[src/rtl/csr_timer.sv]
// Constant timer for the TCFG / TVAL / TICLR CSRs. It counts down once per clk and drives
// a sticky, registered timer-interrupt level (ti_out) that only a TICLR write can clear.
module csr_timer #(
  parameter int TIMER_W = 32
) (
  input  logic        clk,
  input  logic        rst_n,
  input  logic        tcfg_we,
  input  logic [31:0] tcfg_wdata,
  input  logic        ticlr_we,
  input  logic [31:0] ticlr_wdata,
  output logic [31:0] tcfg_o,
  output logic [31:0] tval_o,
  output logic        ti_out
);

  typedef enum logic [1:0] {OFF, RUN, DONE} state_t;

  state_t             state, state_nxt;
  logic [TIMER_W-1:0] tcfg, tcfg_nxt;
  logic [TIMER_W-1:0] tval, tval_nxt;
  logic [TIMER_W-1:0] reload;
  logic               expire, clr, ti_nxt;
  logic               unused_wdata;

  assign reload       = {tcfg[TIMER_W-1:2], 2'b00};
  assign clr          = ticlr_we & ticlr_wdata[0];
  assign unused_wdata = ^{ticlr_wdata[31:1], tcfg_wdata};

  always_comb begin
    state_nxt = state;
    tcfg_nxt  = tcfg;
    tval_nxt  = tval;
    expire    = 1'b0;
    if (tcfg_we) begin
      // A config write suppresses expiry evaluation for this cycle.
      tcfg_nxt = tcfg_wdata[TIMER_W-1:0];
      if (tcfg_wdata[0]) begin
        tval_nxt  = {tcfg_wdata[TIMER_W-1:2], 2'b00};
        state_nxt = RUN;
      end else begin
        state_nxt = OFF;
      end
    end else begin
      case (state)
        RUN: begin
          if (tval != '0) begin
            tval_nxt = tval - TIMER_W'(1);
          end else begin
            expire = 1'b1;
            if (tcfg[1]) tval_nxt  = reload;
            else         state_nxt = DONE;
          end
        end
        OFF, DONE: ;
        default:   state_nxt = OFF;
      endcase
    end
  end

  // Expiry beats a simultaneous clear so no interrupt is lost.
  assign ti_nxt = expire | (ti_out & ~clr);

  always_ff @(posedge clk or negedge rst_n) begin
    if (!rst_n) begin
      state  <= OFF;
      tcfg   <= '0;
      tval   <= '0;
      ti_out <= 1'b0;
    end else begin
      state  <= state_nxt;
      tcfg   <= tcfg_nxt;
      tval   <= tval_nxt;
      ti_out <= ti_nxt;
    end
  end

  assign tcfg_o = 32'(tcfg);
  assign tval_o = 32'(tval);

endmodule

[config.mk]
export PLATFORM = sky130hd
export DESIGN_NAME = csr_timer
export DESIGN_NICKNAME = d
export VERILOG_FILES = /design/src/rtl/csr_timer.sv
export SDC_FILE = /design/constraint.sdc
export NUM_CORES = 1
export LEC_CHECK = 0
export CORE_UTILIZATION = 40
export DETAILED_ROUTE_END_ITERATION = 7
export GPL_ROUTABILITY_DRIVEN = 1
export PLACE_DENSITY = 0.83
export SLEW_MARGIN = 10
export SYNTH_ARGS = -nofsm -noshare
export SYNTH_HDL_FRONTEND = slang
export SYNTH_SLANG_ARGS = --single-unit
[constraint.sdc]
create_clock -name clk -period 5.48 [get_ports clk]
set_clock_uncertainty 0.1 [all_clocks]
set_input_delay 1.644 -clock clk [delete_from_list [all_inputs] [get_ports clk]]
set_output_delay 1.644 -clock clk [all_outputs]
set_load 0.03 [all_outputs]
==> impl_metrics.ini <==
[status]
status = complete, no violations

[synth]
synth-seq-area-share_pct = 43.8
syn_inst = 431
ys.flop_type = dfrtp_1
yosysWarnings = 0
synth_area_per_cell_um2 = 8.87
synth-edff-count = 0
ys_ff_latch = 67
async_flop_share_pct = 100
yosysUniqueCellTypes = 66
syn-cell-area_mm2 = 0.00382
syn-num-nets = 501

[drt]
vias = 3736
drt_iter0_drc = 171
ant_nets = 0
viasPerCell = 5.70
wl_per_cell_um = 17.5
drt_wl_total_mm = 11.5
drc = 0
drtPass1Iterations = 5

[worst_hold_path]
hold_class = flop to flop

[floorplan]
core_area_mm2 = 0.00924
start_util_pct = 41.4
rows = 35
ioPinCount = 133
fp.dieW_um = 99.8
die_h_um = 99.8
die_area_mm2 = 0.00996

[clock_tree]
cts_hold_buffers = 0
post-cts-setup-buffers = 0
cts_root_buf = clkbuf_8
clk_latency_ns = 0.35
clockBufferDepth = 2
numCtsBuffers = 9
cts.sinks = 67
cts_tree = built
cts_resized = 0
cts_max_level = 3
clkSlewWorstSetupHoldPaths_ns = 0.08

[final_layout]
design_area_mm2 = 0.00508
drive_gt1_share_pct = 8.73
nets = 592
diodes = 0
area_delta_synth_final_pct = 32.9

[sta]
fmax_mhz = 264
tightest_slew_ns = 0.881
hold_viol_final = 0
setup_tns_ns = 0
rsz0062_at_grt = false
finalCritPeriodShare_pct = 69.3
fin_crit_ns = 3.79
report.final.slew_viol_count = 0
fin_ws_ns = 1.69
setup_viol = 0
max-slew-margin-rel_pct = 40.8

[grt]
antenna_found_initial = 0
grt_overflow = 0
grt_pass1_vias = 3584
grt_max_degree = 79
track_usage_pct = 23.8
grt_pass1_wl_mm = 18.4

[critical_path]
worstPathRequired_ns = 5.61
cpPeakStageDelay_ns = 0.57
crit_chain = clkdlybuf4s50_1 -> a21oi_1 -> and4_1 -> or2_1 -> inv_2 -> buf_4 -> nor2_1 -> a31oi_1
cp_max_fo = 29
cp_slowest_cell = or2_1
cp.buffers_inverters = 3
critPathTopFamily = buffers and inverters
path_class = input port to flop
startpoint_type = input port
worstSetupEndpointType = flop
crit_arrival_ns = 3.92

[placed_design]
dp_slack_ns = 1.30
hpwl_mm = 8.09
gp_congestion = 0.908
dpl_cell_area_mm2 = 0.00489
port_buffers = 101

[pwr]
powerDensity_mw_per_mm2 = 323
leakage_nw = 2.01
ir_drop_mv = 0.154

[run]
cap_violations = 0
## synthesized netlist by cell type (all sizes together) (11+ instances only)
library cell	count	area, um^2
a21oi	24	120
a31oi	15	93.8
buf	13	86.3
clkbuf	13	50.0
dfrtp	67	1680
inv	28	105
nand2	42	158
nand3	11	60.1
nor2	37	141
nor3	15	90.1
o21ai	47	235
## cells by family after synthesis
| group | synth area share (%) |
|---|---|
| buffers and inverters | 6.31 |
| multiplexers | 3.17 |
| XOR/XNOR | 1.60 |
| flip-flops | 43.8 |
| AO/OA/AOI/OAI | 22.7 |
| adder cells (fa/ha/maj) | 0.654 |
| AND/OR/NAND/NOR | 21.7 |
## cell usage in the layout (no fill, tap or decap), types with 4 or more instances in the layout
cell | netlist | layout
inv_1 | 27 | 27
nand4_1 | 6 | 6
clkdlybuf4s50_1 | 0 | 99
a22o_1 | 4 | 4
nor4_1 | 7 | 7
mux2_2 | 9 | 9
a221oi_1 | 4 | 4
o21ai_0 | 47 | 47
nor3_1 | 12 | 12
clkbuf_8 | 0 | 10
a21oi_1 | 24 | 24
nor2_1 | 36 | 36
nand3_1 | 10 | 10
nand2_1 | 42 | 42
or3_1 | 6 | 6
o211ai_1 | 10 | 10
dfrtp_1 | 67 | 67
xnor2_1 | 5 | 5
or4_1 | 5 | 5
nand2b_1 | 4 | 4
a31oi_1 | 15 | 15
buf_4 | 2 | 5
## where the power goes
| group | total (W) | switching (W) | leakage (nW) | internal (W) |
|---|---|---|---|---|
| clock network | 0.000419 | 0.000199 | 0.0991 | 0.000220 |
| registers | 0.000675 | 0.000111 | 0.811 | 0.000564 |
| logic | 0.000547 | 0.000314 | 1.10 | 0.000233 |
## layout make-up
class,count,area [um^2]
fillers,855,4160
multi-input cells,310,1910
flip-flops and latches,67,1680
repair buffers,106,1040
well taps,129,161
clock buffers,11,141
inverters,28,105
clock inverters,5,52.6
## metrics by stage
stage          utilization [%]  std cells  total power, W  hold WS (ns)
3_5_place_dp              52.9        640         0.00123         0.381
5_1_grt                   55.0        656         0.00173         0.462
3_3_place_gp              52.9        640         0.00121         0.366
2_1_floorplan                -        431        0.000987         0.400
4_1_cts                   55.0        656         0.00164         0.397
6_report                  55.0        656         0.00164         0.391
## layer usage
layer / global-route usage (%) / part of all wire, % / vias to the layer above
li1: - / - / 1773
met1: 31.2 / 44 / 1799
met2: 39.0 / 48 / 148
met3: 5.57 / 6.1 / 16
met4: 7.47 / 1.7 / 0
met5: 0 / 0 / -
## path summary, 6_finish.rpt
path / from / endpoint / slack [ns] / depth (start not counted)
min reg2reg: ti_out / ti_out / 0.39 / 2
max in group asynchronous: rst_n / tval_o[4] / 3.08 / 2
max: tcfg_wdata[0] / tval_o[10] / 1.69 / 8
min: ti_out / ti_out / 0.39 / 2
max reg2reg: tval_o[12] / tval_o[10] / 2.06 / 8
min in group asynchronous: rst_n / ti_out / 1.27 / 1
## state kept, by name, indices dropped and copies added, names as in the netlist
name / flops
tcfg_o: 32
tval_o: 32
state: 2
ti_out: 1
## worst reg2reg max path, stage by stage (launching register included)
cell	delay (ns)
dfrtp_1	0.51
nor4_1	0.63
and4_1	0.37
and4_1	0.20
or2_1	0.57
inv_2	0.43
buf_4	0.33
nor2_1	0.12
a31oi_1	0.05
Power figures use the tool's default switching activity.
